==> config.mk <==
export PLATFORM = sky130hd
export DESIGN_NAME = ctrl_sequencer
export DESIGN_NICKNAME = d
export VERILOG_FILES = /design/src/rtl/ctrl_sequencer.sv
export SDC_FILE = /design/constraint.sdc
export NUM_CORES = 1
export LEC_CHECK = 0
export ABC_AREA = 1
export CORE_ASPECT_RATIO = 1.1
export CORE_MARGIN = 2
export CORE_UTILIZATION = 46
export DETAILED_ROUTE_END_ITERATION = 8
export PLACE_DENSITY = 0.8
export SYNTH_ARGS = -nofsm -noshare
export SYNTH_HDL_FRONTEND = slang
export SYNTH_SLANG_ARGS = --single-unit
==> constraint.sdc <==
create_clock -name clk -period 1.5 [get_ports clk]
set_input_delay 0.3 -clock clk [delete_from_list [all_inputs] [get_ports clk]]
set_output_delay 0.3 -clock clk [all_outputs]
set_load 0.1 [all_outputs]
==> src/rtl/ctrl_sequencer.sv <==
// ctrl_sequencer
//
// Multi-cycle instruction sequencer. Walks the datapath through
// FETCH -> DECODE -> EXEC -> WB, owns the program counter and the instruction
// register, handshakes with instruction memory and decodes the IR into the
// ALU / immediate-mux / register-file controls.
//
// Ports
//   clk         system clock, all state changes on the rising edge
//   reset       synchronous active-high reset
//   run         start request, only looked at while idle
//   imem_req    fetch request, high for the whole FETCH state
//   imem_addr   fetch address (always equal to pc)
//   imem_ack    fetch complete, imem_rdata valid in the same cycle
//   imem_rdata  instruction word
//   insmsb      IR[31], 1 = immediate-type instruction
//   func        IR[5:0]
//   ALUsrc      1 = ALU B operand from the immediate
//   ALUop       ALU operation code (IR[3:0] while an instruction is in flight)
//   Immsel      immediate-path select
//   regreset    register-file clear, high while idle
//   reg_we      register-file write enable, high for the WB cycle only
//   pc          current program counter
//   halted      HALT instruction has executed
//
// state  | meaning
// -------+-------------------------------------------------------------
// IDLE   | waiting for run; register file held in clear
// FETCH  | imem_req asserted at pc, waiting for imem_ack
// DECODE | IR valid, controls decoded, HALT opcode detected here
// EXEC   | controls stable while the ALU result settles
// WB     | reg_we pulse, pc advances, back to FETCH
// HALT   | HALT opcode retired, frozen until reset

module ctrl_sequencer #(
   parameter int PC_W     = 8,
   parameter int RESET_PC = 0,
   parameter int PC_STEP  = 1
) (
   input  logic            clk,
   input  logic            reset,
   input  logic            run,
   output logic            imem_req,
   output logic [PC_W-1:0] imem_addr,
   input  logic            imem_ack,
   input  logic [31:0]     imem_rdata,
   output logic            insmsb,
   output logic [5:0]      func,
   output logic            ALUsrc,
   output logic [3:0]      ALUop,
   output logic            Immsel,
   output logic            regreset,
   output logic            reg_we,
   output logic [PC_W-1:0] pc,
   output logic            halted
);

   typedef enum logic [2:0] {
      IDLE   = 3'd0,
      FETCH  = 3'd1,
      DECODE = 3'd2,
      EXEC   = 3'd3,
      WB     = 3'd4,
      HALT   = 3'd5
   } state_t;

   localparam logic [31:0]     HALT_INSTR = 32'h0000_003F;
   localparam logic [PC_W-1:0] PC_RESET   = PC_W'(RESET_PC);
   localparam logic [PC_W-1:0] PC_INC     = PC_W'(PC_STEP);

   state_t      state;
   logic [31:0] ir;
   logic        dec_active;

   always_ff @(posedge clk) begin
      if (reset) begin
         state    <= IDLE;
         pc       <= PC_RESET;
         ir       <= '0;
         imem_req <= 1'b0;
         reg_we   <= 1'b0;
         halted   <= 1'b0;
         regreset <= 1'b1;
      end else begin
         case (state)
            IDLE: begin
               if (run) begin
                  state    <= FETCH;
                  imem_req <= 1'b1;
                  regreset <= 1'b0;
               end
            end
            FETCH: begin
               if (imem_ack) begin
                  ir       <= imem_rdata;
                  state    <= DECODE;
                  imem_req <= 1'b0;
               end
            end
            DECODE: begin
               if (ir == HALT_INSTR) begin
                  state  <= HALT;
                  halted <= 1'b1;
               end else begin
                  state <= EXEC;
               end
            end
            EXEC: begin
               state  <= WB;
               reg_we <= 1'b1;
            end
            WB: begin
               // run is deliberately not re-sampled: the sequence keeps going.
               state    <= FETCH;
               reg_we   <= 1'b0;
               imem_req <= 1'b1;
               pc       <= pc + PC_INC;
            end
            HALT: begin
               imem_req <= 1'b0;
               reg_we   <= 1'b0;
               halted   <= 1'b1;
            end
            default: begin
               // Illegal encodings recover to a clean idle.
               state    <= IDLE;
               imem_req <= 1'b0;
               reg_we   <= 1'b0;
               halted   <= 1'b0;
               regreset <= 1'b1;
            end
         endcase
      end
   end

   assign imem_addr = pc;

   // Decoded controls only drive the datapath while an instruction is in flight.
   assign dec_active = (state == DECODE) || (state == EXEC) || (state == WB);

   assign insmsb = ir[31];
   assign func   = ir[5:0];
   assign ALUsrc = dec_active & ir[31];
   assign Immsel = dec_active & ir[31];
   assign ALUop  = dec_active ? ir[3:0] : 4'h0;

endmodule
Word level (Yosys, flattened, before mapping)
Index checks and enable logic that the tools add are counted.

storage, ports and cells
  flip-flop bits (word level) = 47
  logic and storage cells = 47
  output and inout port bits = 33

cells by class
  equality and inequality tests = 9
  bitwise logic cells = 5
  mux-type cells = 13
  reduce and logical (&&, ||, !) cells = 12
  $add $sub $neg = 1

operators with widths
  cell                   count
  $eq A32 B6 Y1 const B  1
  $pmux W3 S6            1
  $mux W3                3
  $add A8 B1 Y8 const B  1
  $eq A3 B2 Y1 const B   2
  $eq A3 B3 Y1 const B   2
  $ne A2 B2 Y1 const B   3
  $reduce_and A2 Y1      3
  $reduce_and A3 Y1      2
  $reduce_or A5 Y1       1
  $mux W1                4
  $mux W4                1
  $not A1 Y1             4
  $pmux W1 S2            2
  $pmux W1 S4            1
  $reduce_or A4 Y1       1
  $eq A3 B1 Y1 const B   1
  $logic_not A3 Y1       1
  $pmux W1 S3            1
  $reduce_or A3 Y1       1
  $logic_or A1 B1 Y1     2
  $reduce_or A2 Y1       1
  $and A1 B1 Y1          1

Depth between registers and ports, before layout
  word-level depth = 4
  mapped depth = 11

Worst setup path before layout
OpenSTA, ideal clock, no wires.

  path kind = reg-to-output
  from = reg ir[31]
  to = out Immsel
  data arrival time = 2.112 ns
  slack = -0.912 ns
  path buffers = 1
  stages on the path, launching flop included = 4
  required time = 1.200 ns
  cells stage by stage = dfxtp_1 -> nand2_1 -> inv_1 -> buf_4

on the way
  cells in the longest elaborated chain, start to end = 1

RTL lines
  element                 line  text
  from (decl)             72    logic [31:0] ir;
  from (signal assigned)  95    ir <= imem_rdata;
  $and A1 B1 Y1           -
  to (decl)               51    output logic Immsel,

No other way between the ends.

Worst setup path after layout
  from = reg state[2]
  to = out Immsel

on the way
  cells in the longest elaborated chain, start to end = 4
  elaborated cells between the ends (all ways) = 6
  classes of those cells = eq/ne: 3; bitwise: 1; reduce/logical: 2

RTL lines
  element                 line  text
  from (decl)             71    state_t state;
  from (signal assigned)  77    state <= IDLE;
  from (signal assigned)  88    state <= FETCH;
  from (signal assigned)  96    state <= DECODE;
  $eq A3 B2 Y1            139   assign dec_active = (state == DECODE) || (state == EXEC) || (state == WB);
  $logic_or A1 B1 Y1      139
  $logic_or A1 B1 Y1 *    139
  $and A1 B1 Y1 *         144   assign Immsel = dec_active & ir[31];

Mark *: on every way between the ends. The rest lies on a longest branch, timed or not.

==> run summary <==
* **start-to-end type of the worst setup path** flop to output port
* **#FFs+latches synth** 47
* **violations in the final reports** negative setup slack
* **leakage power of the design** 1.46 nW
* **result of the run** finished, violations left
* **Antenna diodes** 0
* **DRT iter0 DRCs** 103
* **actual transition at the worst max-transition pin** 0.269 ns
* **net total in the final layout** 398
* **Vias** 2,052
* **number of clock sinks** 47
* **data arrival time at the worst-slack endpoint** 1.48 ns
* **TritonCTS clock tree** done
* **worst max-slew margin expressed relative to the limit** 0.821
* **TNS Setup** -1.53 ns
* **clock tree skew after final layout** 0.00819 ns
* **cell area after synthesis** 2160 um^2
* **Worst-Skew Late Latency** 0.29 ns
* **number of library cell types mapped by synthesis** 29
* **HPWL reported at the end of detailed placement** 3550 um
* **post-DR vias/cell** 4.91
* **Worst setup SP type** flop
* **total global-route track usage** 0.186
* **max frequency** 0.561 GHz
* **Die Wd** 69.3 um
* **Max VDD drop** 0.632 mV
* **hold slack** 0.452 ns
* **average routed wire per standard cell** 12.1 um
* **gate count of the mapped netlist** 293
* **count of standard-cell rows** 26
* **final worst setup slack** -0.282 ns
* **hold buffer count at cts** 0
* **final number of hold-violating endpoints** 0
* **endpoint class of the critical path** output port
* **final standard cell utilization of the core** 0.747
* **final setup violating endpoints** 7
* **effective utilization at floorplan** 0.471
* **clk buf depth** 2
* **sequential cell area fraction in the yosys report** 0.436
* **Max Cap Violations** 0
* **final weighted congestion of routability-driven global placement** 0.878
* **Remaining DRCs** 0
* **final non-filler cell total** 418
* **first-pass GRT wire length** 7850 um
* **worst-path maximum fanout** 6
* **total power divided by cell area** 997 nW/um^2
* **worst path required time** 1.20 ns
* **cell count after placement** 401
* **RSZ-0062 raised after global routing** true
* **Post-Syn Nets** 330
* **via count of the first global-routing pass** 1,889
* **H-tree depth** 2
* **CTS clk-pin slew, worst paths** 0.09 ns
* **final period demand of the worst path** 1.78 ns
* **Port Buffers** 68
* **drt pass-1 iters** 4
* **fraction of final layout cells with drive strength greater than 1** 0.285
* **number of buffers added by the clock tree synthesis step** 5
* **largest net degree at the start of global routing** 55
* **Routed Antenna Nets** 0
* **final number of max-transition violations** 0
* **Post-Syn Area per Cell** 7.37 um^2
* **ratio of final minimum period to clock period** 1.19
* **Clock Root Buffer** sky130_fd_sc_hd__clkbuf_8
* **final WL** 5080 um
* **number of filler instances in the final layout** 330
* **Vert. Die Dim** 75.8 um
* **initial antenna violation count** 0
* **number of warning messages in the yosys log** 0
* **type of the tightest min-delay check** flop to flop
* **die area** 5260 um^2
* **Congestion Overflow GR** 0
* **number of top-level design ports** 69
* **placeable core region** 4590 um^2
* **layout-stage area growth over the synthesis result** 58.7%
## Yosys cell counts (all sizes together)
cell / count / area (um^2)
a21oi: 32 / 160
buf: 23 / 183
o31ai: 1 / 12.5
nor2: 44 / 193
dfxtp: 47 / 941
nand4: 2 / 18.8
inv: 46 / 175
o21a: 1 / 7.51
nand3: 7 / 35.0
o21ai: 39 / 195
ha: 1 / 12.5
clkbuf: 3 / 11.3
nand2: 42 / 175
and2: 1 / 6.26
xor2: 1 / 8.76
nor3: 1 / 10.0
a31oi: 1 / 6.26
nor3b: 1 / 7.51
## metal layers
metal | GRT usage | up-vias | share of wire
li1 | - | 1041 | -
met1 | 0.210 | 928 | 0.41
met2 | 0.356 | 81 | 0.54
met3 | 0.0423 | 2 | 0.047
met4 | 0.0545 | 0 | 0.0043
met5 | 0 | - | 0
## cell families after synthesis
group / synth area share
adders and majority gates: 0.00580
buffers and inverters: 0.171
DFF: 0.436
xor gates and xnor gates: 0.00406
and+or+nand+nor: 0.206
AOI/OAI and AO/OA: 0.177
## layout by cell type, fill, tap and decap left out, types with 2 or more instances in the layout
master                            count
sky130_fd_sc_hd__dfxtp_1             35
sky130_fd_sc_hd__clkinvlp_4           5
sky130_fd_sc_hd__nand2_2              5
sky130_fd_sc_hd__a21oi_1             32
sky130_fd_sc_hd__inv_4                3
sky130_fd_sc_hd__nor2_4               4
sky130_fd_sc_hd__nand2_1             33
sky130_fd_sc_hd__inv_1               34
sky130_fd_sc_hd__dfxtp_4              6
sky130_fd_sc_hd__nor2_1              39
sky130_fd_sc_hd__dfxtp_2              6
sky130_fd_sc_hd__clkbuf_8             7
sky130_fd_sc_hd__buf_12              34
sky130_fd_sc_hd__buf_4               18
sky130_fd_sc_hd__o21ai_1             21
sky130_fd_sc_hd__nand3_1              5
sky130_fd_sc_hd__o21ai_0             17
sky130_fd_sc_hd__nand2_4              4
sky130_fd_sc_hd__inv_2                2
sky130_fd_sc_hd__clkdlybuf4s50_1     35
## worst max-delay path: stages, from the launching register on
cell                         delay [ns]
sky130_fd_sc_hd__dfxtp_4           0.39
sky130_fd_sc_hd__inv_6             0.04
sky130_fd_sc_hd__nand3_2           0.08
sky130_fd_sc_hd__nand2_4           0.07
sky130_fd_sc_hd__nor2_4            0.13
sky130_fd_sc_hd__inv_4             0.07
sky130_fd_sc_hd__nand2_4           0.07
sky130_fd_sc_hd__clkinvlp_4        0.12
sky130_fd_sc_hd__buf_12            0.19
## area by class of cell
type | count | area (um^2) | area share
Clock buffer | 8 | 100 | 0.0292
Sequential cell | 47 | 971 | 0.284
Tap cell | 56 | 70.1 | 0.0205
Timing Repair Buffer | 87 | 1170 | 0.341
Inverter | 46 | 211 | 0.0617
Multi-Input combinational cell | 174 | 906 | 0.265
## state kept, by name (all words and copies together), names as in the netlist
name / flops
halted: 1
imem_addr: 8
imem_req: 1
ir: 32
reg_we: 1
regreset: 1
state: 3
## through the flow
stage	total power [mW]	setup slack [ns]	cell area, um^2
6_report	3.41	-0.282	3420
5_1_grt	3.58	-0.332	3420
4_1_cts	3.39	-0.262	3350
3_5_place_dp	2.56	-0.169	3210
3_3_place_gp	2.53	-0.0782	3210
2_1_floorplan	2.21	-0.386	2250
## report_power, final
part,leakage (nW),internal [mW],switching (mW)
Sequential,0.391,1.37,0.0873
Clock,0.0515,0.421,0.400
Combinational,1.02,0.455,0.686
Total,1.46,2.24,1.17
## final timing paths
path,from,to,slack (ns),cells past startpoint
setup / recovery,state[2],Immsel,-0.28,8
hold / removal,ir[10],ir[10],0.45,2
hold reg to reg,ir[10],ir[10],0.45,2
setup reg to reg,state[1],imem_addr[7],0,8
## repair_timing
item | in CTS | in global routing
setup endpoints to repair | 6 | 11
resized for setup | 4 | 14
buffers inserted | 4 | 6
pin swaps | 3 | 4
No activity file was read; power rests on OpenSTA's default activity.
